[src/rtl/byte_asm_pkg.sv]
// Shared widths, output-stage state encoding and slot mapping for the byte assembler.
package byte_asm_pkg;

  localparam int unsigned SLOT_W    = 3;
  localparam int unsigned NUM_SLOTS = 8;

  typedef enum logic [0:0] {
    OUT_EMPTY = 1'b0,
    OUT_FULL  = 1'b1
  } out_state_t;

  // Counter slot to physical bit position of the collection register.
  function automatic logic [SLOT_W-1:0] map_slot(input logic [SLOT_W-1:0] slot,
                                                 input logic              msb_first);
    return msb_first ? (SLOT_W'(NUM_SLOTS - 1) - slot) : slot;
  endfunction

endpackage

[src/rtl/demux_1to8.sv]
// 1-to-8 demultiplexer: routes input a to output f[sel], all other outputs low.
module demux_1to8 (
  input  logic       a,
  input  logic [2:0] sel,
  output logic [7:0] f
);

  always_comb begin
    f      = '0;
    f[sel] = a;
  end

endmodule

[src/rtl/byte_assembler_8.sv]
// Bit-serial to byte assembler with a double-buffered valid/ready output stage.
module byte_assembler_8
  import byte_asm_pkg::*;
#(
  parameter bit MSB_FIRST = 1'b0
) (
  input  logic              clk,
  input  logic              rst,
  input  logic              bit_in,
  input  logic              bit_valid,
  output logic              bit_ready,
  output logic [7:0]        byte_out,
  output logic              byte_valid,
  input  logic              byte_ready,
  output logic [SLOT_W-1:0] slot
);

  logic [SLOT_W-1:0]    slot_q, slot_d;
  logic [SLOT_W-1:0]    sel;
  logic [NUM_SLOTS-1:0] slot_we;
  logic [7:0]           coll_q, coll_d;
  logic [7:0]           out_q, out_d;
  out_state_t           state_q, state_d;
  logic                 last_slot;
  logic                 accept;
  logic                 complete;
  logic                 drain;

  assign byte_valid = (state_q == OUT_FULL);
  assign last_slot  = (slot_q == SLOT_W'(NUM_SLOTS - 1));
  // Only the completing bit waits on a full, undrained output register.
  assign bit_ready  = !(last_slot && byte_valid && !byte_ready);
  assign accept     = bit_valid && bit_ready;
  assign complete   = accept && last_slot;
  assign drain      = byte_valid && byte_ready;
  assign sel        = map_slot(slot_q, MSB_FIRST);

  demux_1to8 u_slot_dec (
    .a   (accept),
    .sel (sel),
    .f   (slot_we)
  );

  always_comb begin
    coll_d = coll_q;
    for (int i = 0; i < int'(NUM_SLOTS); i++) begin
      if (slot_we[i]) begin
        coll_d[i] = bit_in;
      end
    end
  end

  assign slot_d = accept ? (slot_q + SLOT_W'(1)) : slot_q;

  always_comb begin
    state_d = state_q;
    out_d   = out_q;
    unique case (state_q)
      OUT_EMPTY: begin
        if (complete) begin
          state_d = OUT_FULL;
          out_d   = coll_d;
        end
      end
      OUT_FULL: begin
        // A completion here implies a same-cycle drain, so the new byte replaces the old.
        if (complete) begin
          out_d = coll_d;
        end else if (drain) begin
          state_d = OUT_EMPTY;
        end
      end
      default: state_d = OUT_EMPTY;
    endcase
  end

  always_ff @(posedge clk) begin
    if (rst) begin
      slot_q  <= '0;
      coll_q  <= '0;
      out_q   <= '0;
      state_q <= OUT_EMPTY;
    end else begin
      slot_q  <= slot_d;
      coll_q  <= coll_d;
      out_q   <= out_d;
      state_q <= state_d;
    end
  end

  assign byte_out = out_q;
  assign slot     = slot_q;

endmodule

[config.mk]
export PLATFORM = sky130hd
export DESIGN_NAME = byte_assembler_8
export DESIGN_NICKNAME = d
export VERILOG_FILES = /design/src/rtl/byte_asm_pkg.sv /design/src/rtl/demux_1to8.sv /design/src/rtl/byte_assembler_8.sv
export SDC_FILE = /design/constraint.sdc
export NUM_CORES = 1
export LEC_CHECK = 0
export CORE_AREA = 2 2 47 49
export DETAILED_ROUTE_END_ITERATION = 8
export DIE_AREA = 0 0 49 51
export DONT_BUFFER_PORTS = 1
export HOLD_SLACK_MARGIN = 0.12
export PLACE_DENSITY_LB_ADDON = 0.1
export SYNTH_ARGS = -nofsm -noshare
export SYNTH_HDL_FRONTEND = slang
export SYNTH_SLANG_ARGS = --single-unit
[constraint.sdc]
create_clock -name clk -period 1.95 [get_ports clk]
set_input_delay 0.39 -clock clk [delete_from_list [all_inputs] [get_ports clk]]
set_output_delay 0.39 -clock clk [all_outputs]
set_load 0.02 [all_outputs]
==> parameters.txt, run 1 <==
Parameter                              Value

Outcome
  Status    complete, no violations

Clock network
  Number of clock buffers inserted by TritonCTS    3
  Level count of the clock H-tree    1
  Clock insertion delay at the later pin of the skew report    290 ps
  Library cell used as clock root buffer    clkbuf_4
  CTS Sinks    20
  Maximum buffer depth of the clock tree    2
  Clock slew seen by the registers of the worst setup and hold paths    110 ps
  Clock tree from TritonCTS    built

STA
  Final critical delay including setup and external delays    1860 ps
  Period utilisation layout    95.6%
  Final hold violations    0
  Final Max Slew Viols    0
  Clk_skew    between 3 and 4 ps
  Final TNS setup    0 ps
  Fmax achieved    536 MHz
  RSZ-0062 raised after global routing    no
  Worst rel slew slack    84.0%
  Worst Tran Pin Value    approximately 230 ps
  Setup violation total in the final timing report    0

Logic synthesis
  Most area-hungry cell type in the Yosys netlist    dfxtp_1
  EDFF count, synth    0
  Share of async-settable or async-resettable flops after synthesis    0%
  Yosys warning count    0
  Gate count of the mapped netlist    90
  Share of synthesized area occupied by flip-flops and latches    46.3%
  Synthesis-stage register bit count    20
  Most common flop cell mapped by yosys    dfxtp_1
  Number of library cell types mapped by synthesis    24
  Cell area after synthesis    865 µm²
  Cell types with the largest area share after synthesis    dfxtp_1, mux2i_1, nor2_1
  Fraction of synthesized cell area taken by the top area cell type    a little under half
  Average cell area after synthesis    9.61 µm²
  Net Count, Synth    97

Global routing
  Grt peak-use layer    met2
  Initial antenna violation count    0
  Via count of the first global-routing pass    558
  Total GRT Usage    13.1%
  Routing usage on met3    2.63%
  Sum of overflow across all layers after global routing    0
  Met1 track demand over resource    between 15 and 20%
  Met2 layer usage reported by global route    approximately 22%
  Pin count of the biggest net entering global routing    21
  First-pass GRT wire length    roughly 2.6 mm

Route
  Vias per cell    5.05
  DR iter-0 viols    5
  Antenna Nets Post-Route    0
  Vias after detailed routing    611
  Routed wire length per instance    12.6 µm
  First drt pass iteration count    2
  Number of remaining DRC errors    0
  Sum of routed wire length over all layers    1.53 mm

Die
  Die outline area    2500 µm²
  Overall die height    51 µm
  Initial cell density of the core    41.9%
  Area inside the core boundary    a little over 2000 µm²
  Die extent in x    49 µm
  Number of cell rows    17
  Ports    18

Worst setup path
  Crit path launch    slot[0]
  Length in cells of the worst reg-to-reg path    7
  Kind of critical path    flip-flop to output port
  Crit path to    bit_ready
  Crit path capture type    output port
  Maximum net fanout on the critical path    7
  Startpoint class of the critical path    flip-flop
  Data required time of the worst path    1560 ps
  Reg2reg setup slack    160 ps
  CP Data Arrival Time    1470 ps
  Terminus of the critical flop-to-flop path    byte_out[6]
  Reg-to-reg critical path startpoint    slot[0]

Pwr
  Sw Ratio    19.8%
  Switching power summed over all nets    159 µW
  Sequential group share of total power    52.2%
  Power density normalized to cell area    839 nW/µm²
  Static leakage power    0.000361 µW
  Gate power share    6.1%
  Internal power summed over all cells    645 µW
  VDD IR-drop max    approximately 470 µV
  Clock group share of total power    a little over two fifths

Placed design
  Total placed cells including tap cells    about 120
  Final estimated routing congestion in global placement    0.738
  Buffers added on ports    0
  Hpwl dp    1.09 mm
  Placement Cell Area    888 µm²

Finish
  Share of cells above drive strength 1    approximately a fifth
  Growth of design area from synthesis to finish    10.7%
  Total Nets Final    101
  Ant diodes    0
  Post-Layout Cell Count    121
  Finished layout cell area    957 µm²

Flow run
  Max_cap viols    0

Hold path
  Kind of path behind the tightest hold check    input pin to flip-flop
-- power groups by stage --
| stage | Combinational, µW | Clock [µW] | Sequential (µW) |
|---|---|---|---|
| floorplan | 39.6 | 0 | 437 |
| global placement | 48.4 | 0 | 428 |
| detailed placement | 49.1 | 0 | 429 |
| CTS | 49.5 | 347 | 419 |
| global route | 54.5 | 359 | 421 |
| finish | 48.9 | 335 | 419 |
-- cells in the mapped netlist, types with 2 or more instances --
library cell,number
dfxtp_1,20
nor2_1,19
mux2i_1,8
a211oi_1,6
nand2_1,4
nand3_1,4
a21oi_1,3
buf_2,3
a211oi_2,2
buf_4,2
clkbuf_1,2
ha_1,2
nand3b_1,2
nor3_2,2
nor3b_2,2
-- placed cells by master, fill, tap and decap left out --
cell        n
xor2_1      1
nor2_1     19
mux2i_1     8
nand4b_1    1
nor2b_1     1
nor3b_1     1
nand3b_1    2
inv_4       1
clkbuf_4    3
buf_4       7
ha_1        2
dfxtp_1    20
nand4_1     1
a21oi_1     3
nor3b_2     2
and3b_2     1
bufinv_16   1
nand2b_1    1
nand3_1     4
nor3_2      2
a211oi_1    6
a211oi_2    2
nand2_1     4
-- timing repair --
action / in CTS / in global routing
buffers inserted: 0 / 2
setup endpoints to repair: 1 / 1
hold buffers: 0 / 0
gates resized for setup: 1 / 0
-- critical path, stage by stage, from the launching register on --
cell     delay, ps
dfxtp_1        330
ha_1           190
ha_1           180
and3b_2        250
inv_4           90
buf_4          140
-- layout make-up --
type                            count  area, µm²
Fill cell                         223       1110
Clock inverter                      1       30.0
Timing Repair Buffer                7       52.6
Inverter                            1       6.26
Sequential cell                    20        400
Tap cell                           28       35.0
Multi-Input combinational cell     61        410
Clock buffer                        3       22.5
-- state kept, by name, summed over array words and instances (netlist names) --
register and cells:
byte_out 8, byte_valid 1, coll_q 8, slot 3
-- how the worst min path moves through the flow --
| stage | startpoint | to | slack [ps] | cells after the start |
|---|---|---|---|---|
| 6_report | rst | byte_out[7] | 140 | 1 |
| 5_1_grt | rst | coll_q[5] | 120 | 1 |
| 4_1_cts | rst | byte_out[7] | 130 | 1 |
| 3_5_place_dp | rst | byte_out[7] | 460 | 1 |
| 3_3_place_gp | rst | byte_out[7] | 460 | 1 |
| 2_1_floorplan | coll_q[3] | coll_q[3] | 460 | 2 |
-- cell families after synthesis --
group | after synthesis | synth area share, %
XOR/XNOR | 1 | 1.01
buffers and inverters | 9 | 6.37
flip-flops | 20 | 46.3
adder cells (fa/ha/maj) | 2 | 2.89
multiplexers | 8 | 9.26
AO/OA/AOI/OAI | 11 | 9.84
AND/OR/NAND/NOR | 39 | 24.3
-- layer usage --
metal	share of wire [%]	wire length (µm)
met1	45	694
met2	50	763
met3	4.1	62
met4	0.59	9
met5	0	0
-- metrics by stage --
stage	setup slack (ps)	hold WS (ps)	util [%]	power, µW
after CTS	22.9	131	45.7	815
final	85.8	142	46.4	803
after detailed placement	239	457	43.1	478
after floorplan	163	456	-	476
after global routing	10.1	123	46.4	834
after global placement	267	456	43.1	477
Note: power is estimated with default switching activity, not from simulation.
==> run 2, diff against run 1 <==
CORE_AREA = 2 2 49 47   (was 2 2 47 49)
DIE_AREA = 0 0 51 49   (was 0 0 49 51)
SETUP_SLACK_MARGIN = 0.5   (was default)
==> run 2 against run 1 <==
Effect of this change:
- sequential power grew 3%
- cell area grew 13%
- sequential cell count is the same
- register-to-register slack is essentially flat
- hold slack lost 9.2 ps
==> parameters.txt, run 2 (same netlist as run 1, synthesis figures left out) <==
Parameter                              Value

Clock network
  Level count of the clock H-tree    1
  CTS Sinks    20
  Number of clock buffers inserted by TritonCTS    3
  Clock tree from TritonCTS    built
  Clock insertion delay at the later pin of the skew report    300 ps
  Maximum buffer depth of the clock tree    2
  Library cell used as clock root buffer    clkbuf_4
  Clock slew seen by the registers of the worst setup and hold paths    ~110 ps

Pwr
  Power density normalized to cell area    approximately 670 nW/µm²
  VDD IR-drop max    511 µV
  Static leakage power    0.000350 µW

Die
  Overall die height    49 µm
  Die outline area    2500 µm²
  Ports    18
  Initial cell density of the core    42.8%
  Number of cell rows    16
  Die extent in x    51 µm
  Area inside the core boundary    2020 µm²

Flow run
  Max_cap viols    0

Placed design
  Hpwl dp    1.10 mm
  Buffers added on ports    0
  Final estimated routing congestion in global placement    roughly 0.86
  Pre-CTS setup slack    178 ps

Route
  Sum of routed wire length over all layers    between 1.5 and 2 mm
  First drt pass iteration count    4
  Vias after detailed routing    641
  DR iter-0 viols    9
  Routed wire length per instance    roughly 14 µm
  Vias per cell    5.21
  Number of remaining DRC errors    0
  Antenna Nets Post-Route    0

Worst setup path
  CP Data Arrival Time    1430 ps
  Crit path capture type    output port
  Critical-path top delay cell    dfxtp_4
  Startpoint class of the critical path    flip-flop
  Reg-to-reg critical path startpoint    slot[0]
  Kind of critical path    flip-flop to output port
  Reg2reg setup slack    about 150 ps
  Maximum net fanout on the critical path    8
  Data required time of the worst path    around 1600 ps
  Cells along the critical path    ha_4 > ha_4 > and3b_2 > inv_4 > buf_6
  Slowest stage delay, CP    420 ps
  Crit path launch    slot[0]
  Most frequent cell on the critical path    ha_4

STA
  Setup violation total in the final timing report    0
  RSZ-0062 raised after global routing    yes
  Final Max Slew Viols    0
  Clk_skew    2.43 ps
  Fmax achieved    550 MHz
  Period utilisation layout    93.2%
  Worst rel slew slack    76.9%
  Final critical-path setup slack    132 ps
  Final critical delay including setup and external delays    1820 ps
  Final hold violations    0
  Final TNS setup    0 ps
  Worst Tran Pin Value    approximately 350 ps

Finish
  Ant diodes    0
  Share of cells above drive strength 1    40.6%
  Growth of design area from synthesis to finish    24.9%
  Most common cell after layout, fill and taps aside    nor2_1
  Leading cell types in the layout, fill and taps excluded    nor2_1, dfxtp_1, mux2i_2, a211oi_1, buf_4
  Total Nets Final    104

Global routing
  Pin count of the biggest net entering global routing    21
  Initial antenna violation count    0
  Via count of the first global-routing pass    ~600
  Total GRT Usage    15.1%
  Sum of overflow across all layers after global routing    0
  First-pass GRT wire length    roughly 2.9 mm

Outcome
  Status    complete, no violations

Hold path
  Worst hold path startpoint    rst
  Kind of path behind the tightest hold check    input pin to flip-flop
[run 2: critical path: cells and delay by family (launching register included)]
kind	cells	cell delay [ps]
DFF	1	420
adders and majority gates	2	310
and+or+nand+nor	1	220
buffers and inverters	2	180
[run 2: repair_timing]
| action | CTS | global route |
|---|---|---|
| pin swaps | 5 | 7 |
| endpoints found under the setup margin | 20 | 20 |
| buffers inserted | 2 | 4 |
| gates resized for setup | 8 | 14 |
| endpoints found under the hold margin | 0 | 4 |
| hold buffers | 0 | 1 |
[run 2: area by class of cell]
| cell class | count | area, µm² |
|---|---|---|
| Timing Repair Buffer | 10 | 92.6 |
| Tap cell | 27 | 33.8 |
| Sequential cell | 20 | 407 |
| Clock buffer | 4 | 36.3 |
| Multi-Input combinational cell | 61 | 504 |
| Inverter | 1 | 6.26 |
| Fill cell | 202 | 942 |
[run 2: path summary, 6_finish.rpt]
path | cells after the start | to
worst min register to register | 2 | coll_q[4]
worst max register to register | 7 | byte_out[6]
worst max-delay path | 5 | bit_ready
worst min-delay path | 1 | byte_out[7]
[run 2: metal layers]
layer,track usage (%),routed length [µm],up-vias
met5,0,0,-
met1,20.5,814,297
met3,6.13,108,2
met2,23.4,765,20
li1,-,-,322
met4,1.35,10,0
[run 2: where the power goes]
part           total [µW]  internal [µW]  leakage [µW]  switching, µW
registers             430            417      0.000163           12.9
logic                51.0           25.8      0.000166           25.2
clock network         241            114     0.0000210            127
total                 721            557      0.000350            165
[run 2: through the flow]
stage / utilization [%] / hold WS, ps / power [µW] / instances / area [µm²]
CTS: 48.7 / 127 / 720 / 118 / 985
finish: 53.4 / 133 / 721 / 123 / 1080
floorplan: - / 456 / 481 / 90 / 896
global route: 53.4 / 113 / 756 / 123 / 1080
global placement: 44.7 / 455 / 478 / 112 / 903
detailed placement: 44.7 / 455 / 478 / 112 / 903
